## src/rtl/serial_abs_negate_pkg.sv

```systemverilog
// Shared definitions for the bit-serial negate / absolute-value unit.
//   state_t : FSM state encoding (IDLE, SHIFT, DONE)
//   OP_NEG  : operation code for -x
//   OP_ABS  : operation code for |x|
package serial_abs_negate_pkg;

    typedef enum logic [1:0] {
        ST_IDLE  = 2'd0,
        ST_SHIFT = 2'd1,
        ST_DONE  = 2'd2
    } state_t;

    localparam logic OP_NEG = 1'b0;
    localparam logic OP_ABS = 1'b1;

endpackage

```

## src/rtl/serial_abs_negate_bit.sv

```systemverilog
// One-bit serial two's-complement negation cell.
// Bits are copied up to and including the first 1 seen, and inverted after it.
// Ports:
//   clk, rst : clock and synchronous active-high reset
//   start    : one-cycle pulse that clears the seen-one flag for a new operand
//   en       : advance the flag on this cycle's bit
//   doNeg    : 1 = negate the stream, 0 = pass it through unchanged
//   b        : current input bit (LSB first)
//   r        : output bit for this cycle
module serial_negate_bit (
    input  logic clk,
    input  logic rst,
    input  logic start,
    input  logic en,
    input  logic doNeg,
    input  logic b,
    output logic r
);

    logic seenOne;
    logic flip;

    always_ff @(posedge clk) begin
        if (rst || start) begin
            seenOne <= 1'b0;
        end else if (en && b) begin
            seenOne <= 1'b1;
        end
    end

    // r = b ^ (doNeg & seenOne): the flag is the pre-update value, so the
    // first 1 itself passes through unchanged.
    and gFlip (flip, doNeg, seenOne);
    xor gOut  (r, b, flip);

endmodule

```

## src/rtl/serial_abs_negate.sv

```systemverilog
// Bit-serial two's-complement negate / absolute value.
// An operand is accepted over a valid/ready handshake, processed LSB first one
// bit per clock, and the result is held on the output until it is taken.
// Handshakes: a transfer happens on a rising edge where valid and ready are
// both 1; valid, once raised, stays high with stable data until that edge.
// Ports:
//   clk, rst  : clock and synchronous active-high reset
//   in_valid  : operand offered          in_ready  : operand can be accepted
//   in_data   : signed operand x         in_op     : 0 = -x, 1 = |x|
//   out_valid : result held and valid    out_ready : consumer takes result
//   out_data  : result                   out_sign  : sign bit of accepted x
//   out_ovf   : result not representable (most-negative input, negated)
//   dbgState  : current FSM state, for observation only
module serial_abs_negate
    import serial_abs_negate_pkg::*;
#(
    parameter int WIDTH = 8
) (
    input  logic             clk,
    input  logic             rst,
    input  logic             in_valid,
    output logic             in_ready,
    input  logic [WIDTH-1:0] in_data,
    input  logic             in_op,
    output logic             out_valid,
    input  logic             out_ready,
    output logic [WIDTH-1:0] out_data,
    output logic             out_sign,
    output logic             out_ovf,
    output logic [1:0]       dbgState
);

    localparam int CW = (WIDTH > 1) ? $clog2(WIDTH) : 1;
    localparam logic [WIDTH-1:0] MOST_NEG = {1'b1, {(WIDTH-1){1'b0}}};

    state_t           state;
    logic [CW-1:0]    count;
    logic [WIDTH-1:0] shiftReg;
    logic [WIDTH-1:0] resultReg;
    logic             doNeg;
    logic             signReg;
    logic             ovfReg;
    logic             outValid;
    logic [WIDTH-1:0] outData;
    logic             outSign;
    logic             outOvf;

    logic accept;
    logic startNeg;
    logic bitOut;

    assign accept   = (state == ST_IDLE) && in_valid;
    // Negate is needed for op=NEG, or for op=ABS on a negative operand.
    assign startNeg = (in_op == OP_NEG) || in_data[WIDTH-1];

    serial_negate_bit uBit (
        .clk   (clk),
        .rst   (rst),
        .start (accept),
        .en    (state == ST_SHIFT),
        .doNeg (doNeg),
        .b     (shiftReg[0]),
        .r     (bitOut)
    );

    always_ff @(posedge clk) begin
        if (rst) begin
            state     <= ST_IDLE;
            count     <= '0;
            shiftReg  <= '0;
            resultReg <= '0;
            doNeg     <= 1'b0;
            signReg   <= 1'b0;
            ovfReg    <= 1'b0;
            outValid  <= 1'b0;
            outData   <= '0;
            outSign   <= 1'b0;
            outOvf    <= 1'b0;
        end else begin
            case (state)
                ST_IDLE: begin
                    if (in_valid) begin
                        shiftReg <= in_data;
                        signReg  <= in_data[WIDTH-1];
                        doNeg    <= startNeg;
                        ovfReg   <= startNeg && (in_data == MOST_NEG);
                        count    <= CW'(WIDTH - 1);
                        state    <= ST_SHIFT;
                    end
                end
                ST_SHIFT: begin
                    shiftReg  <= shiftReg >> 1;
                    // Fill from the MSB side so the first bit lands in bit 0.
                    resultReg <= {bitOut, resultReg[WIDTH-1:1]};
                    count     <= count - 1'b1;
                    if (count == '0) begin
                        state <= ST_DONE;
                    end
                end
                ST_DONE: begin
                    // First DONE cycle publishes the result; the outputs are
                    // only ever loaded here, so no partial value is visible.
                    if (!outValid) begin
                        outValid <= 1'b1;
                        outData  <= resultReg;
                        outSign  <= signReg;
                        outOvf   <= ovfReg;
                    end else if (out_ready) begin
                        outValid <= 1'b0;
                        state    <= ST_IDLE;
                    end
                end
                default: begin
                    state <= ST_IDLE;
                end
            endcase
        end
    end

    assign in_ready  = (state == ST_IDLE);
    assign out_valid = outValid;
    assign out_data  = outData;
    assign out_sign  = outSign;
    assign out_ovf   = outOvf;
    assign dbgState  = state;

endmodule

```

## config.mk

```make
export PLATFORM = sky130hd
export DESIGN_NAME = serial_abs_negate
export DESIGN_NICKNAME = d
export VERILOG_FILES = /design/src/rtl/serial_abs_negate_pkg.sv /design/src/rtl/serial_abs_negate_bit.sv /design/src/rtl/serial_abs_negate.sv
export SDC_FILE = /design/constraint.sdc
export NUM_CORES = 1
export LEC_CHECK = 0
export ABC_AREA = 1
export CORE_ASPECT_RATIO = 1.4
export CORE_MARGIN = 5
export CORE_UTILIZATION = 46
export CTS_CLUSTER_SIZE = 8
export DETAILED_ROUTE_END_ITERATION = 10
export PLACE_DENSITY = 0.74
export SYNTH_ARGS = -nofsm -noshare
export SYNTH_HDL_FRONTEND = slang
export SYNTH_SLANG_ARGS = --single-unit
export TNS_END_PERCENT = 20
```

## constraint.sdc

```tcl
create_clock -name clk -period 1.14 [get_ports clk]
set_input_delay 0.171 -clock clk [delete_from_list [all_inputs] [get_ports clk]]
set_output_delay 0.171 -clock clk [all_outputs]
set_load 0.005 [all_outputs]
```

==> impl_results.md, run 1 <==
* Status: finished with violations
* Failing checks: setup timing
* CTS Sinks at 36
* Non-Filler Instances at about 300
* Fmax achieved at slightly above 0.8 GHz
* Initial Utilization at 0.477
* Row Count at 24
* Crit end category: register
* Initial drt markers at 33
* Worst path slowest cell: dfxtp_2
* H-tree depth at 2
* Max Root-Sink Buffers at 2
* Via count at ~1.5k
* Worst-skew pair later-pin latency at 0.29 ns
* Worst-path fanout max at 4
* Syn-to-layout area delta at 47.5%
* Height of the die at around 77 um
* IO Port Bufs at 26
* Internal power at around 2.5 mW
* Vias/cell at just under 5
* Core area at 0.00312 mm2
* Comb pwr share at 0.239
* Slew @ Worst Pin at ~0.26 ns
* Sequential share of power at 0.431
* Final Hold Slack at between 0.4 and 0.5 ns
* Max-cap viol count at 0
* Setup slack after layout at -0.0871 ns
* Nets at roughly 280
* Clk pin slew, worst setup/hold paths at approximately 0.07 ns
* Synth Warn # at 0
* Slowest cell delay on critical path at 0.33 ns
* Largest net degree at the start of global routing at 19
* Post-Syn Nets at roughly 230
* Critical path, cell by cell: buf_6 -> buf_6 -> o21ai_4 -> clkbuf_16 -> nand2_1 -> nand2_1 -> nor2_1
* Seq cells post-synth at 36
* Final period util at 1.08
* Avg Inst Size Synth at 7.06 um2
* Cts bufs inserted at 5
* Initial antenna violation count at 0
* Die width at ~58 um
* Final Power at 3.37 mW
* Drt wl/cell at between 10 and 15 um
* Crit start category: register
* Slew headroom at 0.825
* Placed insts at a little under 300
* DRT antenna net count at 0
* GRT Overall Usage at 0.168
* Root Buffer: clkbuf_8
* GRT overflow at 0
* Peak supply drop at about 0.0014 V
* Switching power at 0.914 mW
* RePlAce Congestion at 0.813
* Crit-path leading delay family: buffers and inverters
* Sw frac at 0.271
* Synthesized instance count at 211
* Share of cells above drive strength 1 at 0.224
* Fin area at 0.00220 mm2
* Vias in the first global route at approximately 1.4k
* Synthesized cell area at 0.00149 mm2
* Placement Cell Area at slightly below 0.002 mm2
* # hold bufs at CTS at 0
* Hold Violations, Final at 0
* Clock network fraction of design power at 0.330
* Post-DP HPWL at 2340 um
* Final min period at about 1.2 ns
* HP Class: reg2reg
* CP Data Required Time at roughly 1.3 ns
* CTS tree: done
* WS Path Type: reg2reg
* RSZ-0062 raised after global routing: true
* Final setup viols at 23
* Die Footprint at between 0.004 and 0.005 mm2
* Detailed Routing Iterations Pass 1 at 4
* Final wirelength at approximately 3500 um
* P per Cell Area at roughly 1500 mW/mm2
* Sequential share of the synthesized area at 0.484
* Ant diodes at 0
* DRC at 0
* Synth unique cells at 20
* First-pass GRT wire length at ~5900 um
* Clock Skew at approximately 0.0052 ns
* # IOs at 27
* Leak at about 1.1 nW
* CP arrival at 1.42 ns
* Slew Viols, Final at 0
* Crit path buf inv count at 3
[synth_stat cells]
| cell | instances | area (um2) |
|---|---|---|
| ha_1 | 2 | 25.0 |
| buf_6 | 3 | 33.8 |
| nor2_1 | 54 | 203 |
| buf_2 | 1 | 5.00 |
| inv_2 | 1 | 3.75 |
| nand3_1 | 7 | 35.0 |
| clkbuf_1 | 3 | 11.3 |
| a21oi_1 | 9 | 45.0 |
| xor2_1 | 1 | 8.76 |
| or2_2 | 1 | 6.26 |
| nor3_1 | 1 | 5.00 |
| inv_1 | 15 | 56.3 |
| nand2_2 | 1 | 6.26 |
| o21ai_0 | 19 | 95.1 |
| nand2_1 | 53 | 199 |
| nand4_1 | 1 | 6.26 |
| dfxtp_1 | 36 | 721 |
| o21ai_2 | 1 | 8.76 |
| nor2_4 | 1 | 11.3 |
| clkinv_1 | 1 | 3.75 |
[power groups by stage]
stage	clock (mW)	combinational (mW)	sequential [mW]
2_1_floorplan	0	0.352	1.47
3_3_place_gp	0	0.670	1.47
3_5_place_dp	0	0.687	1.48
4_1_cts	1.14	0.708	1.45
5_1_grt	1.21	0.896	1.47
6_report	1.11	0.804	1.45
[through the flow]
stage,setup TNS (ns),util,setup WS (ns)
2_1_floorplan,0,-,0.00708
3_3_place_gp,-2.21,0.625,-0.0953
3_5_place_dp,-3.20,0.625,-0.135
4_1_cts,-1.23,0.671,-0.0791
5_1_grt,-2.85,0.703,-0.138
6_report,-0.828,0.703,-0.0871
[layer usage]
metal / global-route usage / vias up / share of wire / wire [um]
met5: 0 / - / 0 / 0
met4: 0.111 / 0 / 0.041 / 144
met3: 0.0370 / 13 / 0.036 / 128
met2: 0.283 / 33 / 0.53 / 1870
met1: 0.185 / 660 / 0.39 / 1380
li1: - / 757 / - / -
[layout by cell type, fill, tap and decap left out, types with 2 or more instances in the layout]
cell             instances
buf_6                    6
inv_2                    4
buf_4                   13
ha_4                     2
clkdlybuf4s50_1         12
a21oi_1                  8
nand2_2                  4
buf_12                   4
clkbuf_2                 2
nand2_1                 50
dfxtp_2                  5
o21ai_0                 14
nand3_1                  7
o21ai_1                  5
inv_1                   12
nor2_4                   3
clkbuf_8                 5
nor2_1                  51
dfxtp_1                 31
dlygate4sd2_1           11
clkbuf_16                2
[kinds of logic (layout without fill, tap and decap cells)]
| group | count (synthesis) | after routing | synth area share |
|---|---|---|---|
| flip-flops | 36 | 36 | 0.484 |
| AO/OA/AOI/OAI | 29 | 29 | 0.100 |
| AND/OR/NAND/NOR | 119 | 119 | 0.317 |
| adder cells (fa/ha/maj) | 2 | 2 | 0.0168 |
| buffers and inverters | 24 | 76 | 0.0765 |
| XOR/XNOR | 1 | 1 | 0.00588 |
[repair_timing]
item / CTS / global route
endpoints found under the hold margin: 0 / 0
gates resized for setup: 37 / 18
gates cloned: 0 / 2
setup endpoints to repair: 26 / 34
pin swaps: 1 / 8
buffers inserted: 2 / 1
[registers in the layout (all words and copies together), names as in the netlist]
signal / count
out_valid: 1
count: 3
dbgState: 2
out_sign: 1
signReg: 1
shiftReg: 8
uBit.seenOne: 1
out_data: 8
ovfReg: 1
out_ovf: 1
resultReg: 8
doNeg: 1
[worst min-delay path, cell delays in order (launching register included)]
cell and delay [ns]:
dfxtp_1 0.31, inv_1 0.05, a21oi_1 0.05
[path summary, 6_finish.rpt]
| path | startpoint | endpoint | slack [ns] | depth (start not counted) |
|---|---|---|---|---|
| max reg2reg | dbgState[0]$_SDFFE_PP0P_ | shiftReg[0]$_SDFFE_PP0P_ | -0.09 | 7 |
| min | uBit.seenOne$_SDFFE_PP0P_ | uBit.seenOne$_SDFFE_PP0P_ | 0.45 | 2 |
| max | dbgState[0]$_SDFFE_PP0P_ | shiftReg[0]$_SDFFE_PP0P_ | -0.09 | 7 |
| min reg2reg | uBit.seenOne$_SDFFE_PP0P_ | uBit.seenOne$_SDFFE_PP0P_ | 0.45 | 2 |
[final cells by class]
| cell class | instances | area (um2) |
|---|---|---|
| clock inverter | 3 | 42.5 |
| timing repair buffer | 51 | 527 |
| inverter | 17 | 66.3 |
| clock buffer | 5 | 68.8 |
| fill | 254 | 927 |
| tap | 39 | 48.8 |
| sequential | 36 | 727 |
| multi-input combinational | 151 | 716 |
Power figures use the tool's default switching activity.
==> run 2, diff against run 1 <==
Settings changed: SKIP_CTS_REPAIR_TIMING set to 1, SYNTH_HIERARCHICAL set to 1.
==> run 2 against run 1 <==
Net effect: the flow still finishes with violations (setup timing); count of clock-buffer cells in the layout unchanged; die area is 1.3% higher; synthesized area rose by 1.5%; maximum frequency up 0.20%; clock skew decreased by 0.0020 ns; register-to-register slack hardly changed; cell count is 7.0% lower; first-iteration DRC count increased by 27%.
==> impl_results.md, run 2 <==
* Status: finished with violations (unchanged)
* Failing checks: setup timing (unchanged)
* Sequential share of the synthesized area at 0.477 (was 0.484)
* Crit start category: register (unchanged)
* Synth unique cells at 21 (was 20)
* WS Path Type: reg2reg (unchanged)
* Slew headroom at 0.858 (was 0.825)
* Cts bufs inserted at 5 (unchanged)
* Crit end category: register (unchanged)
* Die width at 58.4 um (was 58.1 um)
* Largest net degree at the start of global routing at 30 (was 19)
* Synth area leaders: dfxtp_1 48%, nor2_1 8.4%, o21ai_0 8.3%, nand2_1 6.7%, a21oi_1 6.3% (was dfxtp_1 48%, nor2_1 14%, nand2_1 13%, o21ai_0 6.4%, inv_1 3.8%)
* GRT Overall Usage at 0.138 (was 0.168)
* Commonest cells post-synth: 36 x dfxtp_1, 34 x nor2_1, 27 x nand2_1, 25 x o21ai_0, 24 x inv_1 (was 54 x nor2_1, 53 x nand2_1, 36 x dfxtp_1, 19 x o21ai_0, 15 x inv_1)
* Via count at 1331 (was 1463)
* Critical path, cell by cell: buf_4 -> buf_4 -> nor2_8 -> buf_12 -> nand2_1 -> o21ai_1 -> nor2_1 -> nor2_1 (was buf_6 -> buf_6 -> o21ai_4 -> clkbuf_16 -> nand2_1 -> nand2_1 -> nor2_1)
* Clk pin slew, worst setup/hold paths at 0.07 ns (about the same)
* Die Footprint at 0.00455 mm2 (was 0.00449 mm2)
* Slowest cell delay on critical path at 0.36 ns (was 0.33 ns)
* Crit-path leading delay family: buffers and inverters (unchanged)
* P per Cell Area at 1510 mW/mm2 (was 1540 mW/mm2)
* Worst-path fanout max at 17 (was 4)
* CTS Sinks at 36 (unchanged)
* Syn-to-layout area delta at 37.5% (was 47.5%)
* DRC at 0 (unchanged)
* GRT overflow at 0 (unchanged)
* Dominant cell type by area after synthesis: dfxtp_1 (unchanged)
* Worst-skew pair later-pin latency at 0.28 ns (was 0.29 ns)
* CTS tree: done (unchanged)
* Post-DP HPWL at 2080 um (was 2340 um)
* Max-cap viol count at 0 (unchanged)
* Slew @ Worst Pin at 0.210 ns (was 0.262 ns)
* Synthesized instance count at 202 (was 211)
* Detailed Routing Iterations Pass 1 at 4 (unchanged)
* Slew Viols, Final at 0 (unchanged)
* Share of cells above drive strength 1 at 0.194 (was 0.224)
* # IOs at 27 (unchanged)
* Fmax achieved at 0.817 GHz (was 0.815 GHz)
* Vias/cell at 4.74 (was 4.84)
* Clock Skew at 0.00314 ns (was 0.00517 ns)
* Synth Warn # at 6 (was 0)
* Nets at 256 (was 277)
* Row Count at 24 (unchanged)
* Placement Cell Area at 0.00189 mm2 (was 0.00195 mm2)
* Area of the multi-input gates at 639 um2 (was 716 um2)
* Primary FF master, synth: dfxtp_1 (unchanged)
* Vias in the first global route at 1189 (was 1365)
* Setup slack after layout at -0.0847 ns (was -0.0871 ns)
* Final min period at 1.22 ns (was 1.23 ns)
* Synthesized cell area at 0.00151 mm2 (was 0.00149 mm2)
* Top cell type's share of synthesized area at 0.477 (was 0.484)
* RePlAce Congestion at 0.781 (was 0.813)
* Height of the die at 77.8 um (was 77.3 um)
* Final Power at 3.15 mW (was 3.37 mW)
* First-pass GRT wire length at 5000 um (was 5930 um)
* Final wirelength at 2880 um (was 3520 um)
* Final setup viols at 12 (was 23)
* Core area at 0.00315 mm2 (was 0.00312 mm2)
* Initial Utilization at 0.479 (was 0.477)
* Ant diodes at 0 (unchanged)
* Commonest cells after routing, fill and taps aside: 33 x nor2_1, 27 x nand2_1, 27 x dfxtp_1 (was 51 x nor2_1, 50 x nand2_1, 31 x dfxtp_1)
* Root Buffer: clkbuf_8 (unchanged)
* Initial drt markers at 42 (was 33)
* Max Root-Sink Buffers at 2 (unchanged)
* DRT antenna net count at 0 (unchanged)
* Fillers at 295 (was 254)
* CP arrival at 1.45 ns (was 1.42 ns)
* Sequential cell area at 737 um2 (was 727 um2)
* Post-Syn Nets at 217 (was 226)
* CP Data Required Time at 1.36 ns (was 1.33 ns)
* Async set-reset flop share out of synthesis at 0 (unchanged)
* IO Port Bufs at 26 (unchanged)
* RSZ-0062 raised after global routing: true (unchanged)
* Hold Violations, Final at 0 (unchanged)
* Most common cell in the netlist: dfxtp_1 (was nor2_1)
* Initial antenna violation count at 0 (unchanged)
* Avg Inst Size Synth at 7.48 um2 (was 7.06 um2)
* Most common cell after layout, fill and taps aside: nor2_1 (unchanged)
* Final period util at 1.07 (was 1.08)
* Worst path slowest cell: dfxtp_4 (was dfxtp_2)
* Fin area at 0.00208 mm2 (was 0.00220 mm2)
* H-tree depth at 2 (unchanged)
* Drt wl/cell at 10.3 um (was 11.6 um)
* Fin Setup TNS at -0.456 ns (was -0.828 ns)
* Seq cells post-synth at 36 (unchanged)
* Peak supply drop at 0.00161 V (was 0.00139 V)
* HP Class: reg2reg (unchanged)
* Crit path buf inv count at 3 (unchanged)
* Leak at 1.10 nW (was 1.06 nW)
* EDFF count, synth at 0 (unchanged)
## run 2: cell count changes after synthesis, moves of 3 or more
| cell | change |
|---|---|
| nand3_1 | -4 |
| inv_2 | +4 |
| nor2_1 | -20 |
| buf_6 | -3 |
| o21ai_0 | +6 |
| buf_2 | +3 |
| nand2_1 | -26 |
| o21ai_1 | +8 |
| a21oi_1 | +10 |
| inv_1 | +9 |
## run 2: final timing paths
| check | from | to | slack, ns | depth (start not counted) |
|---|---|---|---|---|
| max | dbgState[1]$_SDFFE_PP0P_ | shiftReg[5]$_SDFFE_PP0P_ | -0.08 | 8 |
| min | out_sign$_SDFFE_PP0P_ | out_sign$_SDFFE_PP0P_ | 0.44 | 2 |
| max reg2reg | dbgState[1]$_SDFFE_PP0P_ | shiftReg[5]$_SDFFE_PP0P_ | -0.08 | 8 |
| min reg2reg | out_sign$_SDFFE_PP0P_ | out_sign$_SDFFE_PP0P_ | 0.44 | 2 |
## run 2: cell type report
| type | instances | share of cell area |
|---|---|---|
| tap | 39 | 0.0235 |
| sequential | 36 | 0.355 |
| clock inverter | 3 | 0.0205 |
| timing repair buffer | 40 | 0.207 |
| inverter | 29 | 0.0536 |
| multi-input combinational | 129 | 0.308 |
| clock buffer | 5 | 0.0331 |
## run 2: kinds of logic after synthesis
| kind of cell | after synthesis | synth area share |
|---|---|---|
| AO/OA/AOI/OAI | 56 | 0.195 |
| adder cells (fa/ha/maj) | 2 | 0.0166 |
| buffers and inverters | 37 | 0.108 |
| flip-flops | 36 | 0.477 |
| AND/OR/NAND/NOR | 71 | 0.204 |
## run 2: layer usage
layer / GRT usage / part of all wire / routed length [um] / vias to the layer above
met5: 0 / 0 / 0 / -
met4: 0.0418 / 0.012 / 36 / 0
li1: - / - / - / 717
met1: 0.156 / 0.41 / 1170 / 589
met2: 0.239 / 0.53 / 1520 / 20
met3: 0.0449 / 0.053 / 153 / 5
## run 2: where the power goes
| group | switching [mW] | total [mW] | leakage (nW) | internal, mW |
|---|---|---|---|---|
| sequential | 0.0689 | 1.45 | 0.300 | 1.38 |
| clock | 0.448 | 1.09 | 0.0541 | 0.646 |
| combinational | 0.302 | 0.598 | 0.743 | 0.296 |
## run 2: worst min-delay path: stages, from the launching register on
cell and delay [ns]:
dfxtp_2 0.32, inv_1 0.04, a21oi_1 0.05
## run 2: through the flow
| stage | hold WS, ns | setup WS, ns | util | instances |
|---|---|---|---|---|
| 2_1_floorplan | 0.240 | 0.0590 | - | 202 |
| 3_3_place_gp | 0.429 | -0.148 | 0.598 | 270 |
| 3_5_place_dp | 0.433 | -0.191 | 0.598 | 270 |
| 4_1_cts | 0.445 | -0.360 | 0.634 | 278 |
| 5_1_grt | 0.462 | -0.170 | 0.659 | 281 |
| 6_report | 0.439 | -0.0847 | 0.659 | 281 |
==> run 3, diff against run 2 <==
Settings changed: CORE_UTILIZATION 46 to 48, CTS_BUF_LIST set to sky130_fd_sc_hd__clkbuf_4, PLACE_DENSITY 0.74 to 0.77, REMOVE_ABC_BUFFERS set to 1.
==> run 3 against run 2 <==
Net effect: the run still ends with setup timing left; combinational power increased by 4.0%; design area is 2.3% lower; critical path depth fell by 2; first-iteration DRC count decreased by 69%; flip-flop and latch count stayed put; wire length decreased by 0.69%; total power is 15% lower; highest routed layer unchanged.
==> impl_results.md, run 3 (same netlist as run 2, synthesis figures left out) <==
* Status: finished with violations (unchanged)
* Failing checks: setup timing (unchanged)
* RSZ-0062 raised after global routing: true (unchanged)
* Commonest cells after routing, fill and taps aside: 33 x nor2_1, 27 x nand2_1, 24 x inv_1 (was 33 x nor2_1, 27 x nand2_1, 27 x dfxtp_1)
* Vias/cell at 4.74 (about the same)
* Root Buffer: clkbuf_4 (was clkbuf_8)
* Sequential cell area at 742 um2 (was 737 um2)
* Die Footprint at 0.00439 mm2 (was 0.00455 mm2)
* Hold path cells at 2 (unchanged)
* P per Cell Area at 1320 mW/mm2 (was 1510 mW/mm2)
* Post-DP HPWL at 2030 um (was 2080 um)
* Die width at 57.4 um (was 58.4 um)
* Final setup viols at 26 (was 12)
* Most common cell after layout, fill and taps aside: nor2_1 (unchanged)
* Fmax achieved at 0.802 GHz (was 0.817 GHz)
* Share of cells above drive strength 1 at 0.196 (was 0.194)
* Worst-path fanout max at 20 (was 17)
* Detailed Routing Iterations Pass 1 at 4 (unchanged)
* Hold Violations, Final at 0 (unchanged)
* Slew @ Worst Pin at 0.174 ns (was 0.210 ns)
* Core area at 0.00306 mm2 (was 0.00315 mm2)
* CP Data Required Time at 1.36 ns (about the same)
* Worst reg-to-reg path cell count at 6 (was 8)
* Crit end category: register (unchanged)
* Non-Filler Instances at 279 (was 281)
* RePlAce Congestion at 0.749 (was 0.781)
* Slew headroom at 0.884 (was 0.858)
* Initial Utilization at 0.493 (was 0.479)
* Final wirelength at 2860 um (was 2880 um)
* Drt wl/cell at 10.3 um (about the same)
* Ant diodes at 0 (unchanged)
* Placement Cell Area at 0.00190 mm2 (was 0.00189 mm2)
* Slew Viols, Final at 0 (unchanged)
* Nets at 255 (was 256)
* Fillers at 281 (was 295)
* Crit start category: register (unchanged)
* Fin area at 0.00203 mm2 (was 0.00208 mm2)
* Area of the multi-input gates at 646 um2 (was 639 um2)
* DRC at 0 (unchanged)
* DRT antenna net count at 0 (unchanged)
* Clock Skew at 0.00577 ns (was 0.00314 ns)
* Max-cap viol count at 0 (unchanged)
* Placed insts at 270 (unchanged)
* Height of the die at 76.4 um (was 77.8 um)
* Place WS at -0.202 ns (was -0.191 ns)
* Syn-to-layout area delta at 34.4% (was 37.5%)
* CP arrival at 1.47 ns (was 1.45 ns)
* Initial drt markers at 13 (was 42)
* Largest net degree at the start of global routing at 30 (unchanged)
* Via count at 1323 (was 1331)
* CTS Sinks at 36 (unchanged)
* CTS tree: done (unchanged)
* Critical path, cell by cell: buf_4 -> inv_2 -> nand3b_1 -> buf_12 -> o21ai_0 -> a21oi_1 (was buf_4 -> buf_4 -> nor2_8 -> buf_12 -> nand2_1 -> o21ai_1 -> nor2_1 -> nor2_1)
* Row Count at 24 (unchanged)
* GRT overflow at 0 (unchanged)
* H-tree depth at 2 (unchanged)
* Final period util at 1.09 (was 1.07)
* Final min period at 1.25 ns (was 1.22 ns)
* Initial antenna violation count at 0 (unchanged)
* GRT Overall Usage at 0.139 (was 0.138)
* Peak supply drop at 0.000749 V (was 0.00161 V)
* Worst path slowest cell: dfxtp_4 (unchanged)
* Clk pin slew, worst setup/hold paths at 0.10 ns (was 0.07 ns)
* Final Hold Slack at 0.441 ns (was 0.439 ns)
* IO Port Bufs at 26 (unchanged)
* Leak at 1.07 nW (was 1.10 nW)
* Setup slack after layout at -0.107 ns (was -0.0847 ns)
* CP Launch Point: dbgState[0]$_SDFFE_PP0P_ (was dbgState[1]$_SDFFE_PP0P_)
* HP Class: reg2reg (unchanged)
* Vias in the first global route at 1205 (was 1189)
* WS Path Type: reg2reg (unchanged)
* Worst-skew pair later-pin latency at 0.33 ns (was 0.28 ns)
* Max Root-Sink Buffers at 2 (unchanged)
* First-pass GRT wire length at 4900 um (was 5000 um)
* # IOs at 27 (unchanged)
* Hold Startpoint: out_data[2]$_SDFFE_PP0P_ (was out_sign$_SDFFE_PP0P_)
* Worst reg2reg path startpoint: dbgState[0]$_SDFFE_PP0P_ (was dbgState[1]$_SDFFE_PP0P_)
* Slowest cell delay on critical path at 0.35 ns (was 0.36 ns)
* Cts bufs inserted at 5 (unchanged)
## run 3: power by group
| group | total [mW] | switching, mW | leakage, nW | internal (mW) |
|---|---|---|---|---|
| combinational | 0.622 | 0.315 | 0.743 | 0.307 |
| clock | 0.604 | 0.389 | 0.0261 | 0.215 |
| sequential | 1.45 | 0.0663 | 0.302 | 1.38 |
## run 3: metrics by stage
step                power, mW  TNS, ns   util
floorplan                1.79    -2.17      -
global placement         2.06    -1.67  0.620
detailed placement       2.08    -2.00  0.620
CTS                      2.68    -3.76  0.635
global route             2.87    -3.53  0.663
finish                   2.68    -1.45  0.663
## run 3: worst paths after layout
kind / slack [ns] / to
worst max register to register: -0.11 / out_ovf$_SDFFE_PP0P_
worst max-delay path: -0.11 / out_ovf$_SDFFE_PP0P_
worst min register to register: 0.44 / out_data[2]$_SDFFE_PP0P_
worst min-delay path: 0.44 / out_data[2]$_SDFFE_PP0P_
## run 3: critical path: cells and delay by family, from the launching register on
family                 cells  cell delay, ns
buffers and inverters      3            0.43
and+or+nand+nor            1            0.14
AOI/OAI and AO/OA          2            0.21
DFF                        1            0.35
## run 3: area by class of cell
cell class                      count  share of cell area
Clock buffer                        5              0.0185
Clock inverter                      2             0.00370
Inverter                           29              0.0561
Multi-Input combinational cell    129               0.318
Sequential cell                    36               0.365
Tap cell                           39              0.0240
Timing Repair Buffer               39               0.214
## run 3: layer usage
| layer | global-route usage | wire (um) | vias up |
|---|---|---|---|
| li1 | - | - | 716 |
| met1 | 0.146 | 1170 | 580 |
| met2 | 0.245 | 1490 | 22 |
| met3 | 0.0458 | 153 | 5 |
| met4 | 0.0557 | 51 | 0 |
| met5 | 0 | 0 | - |
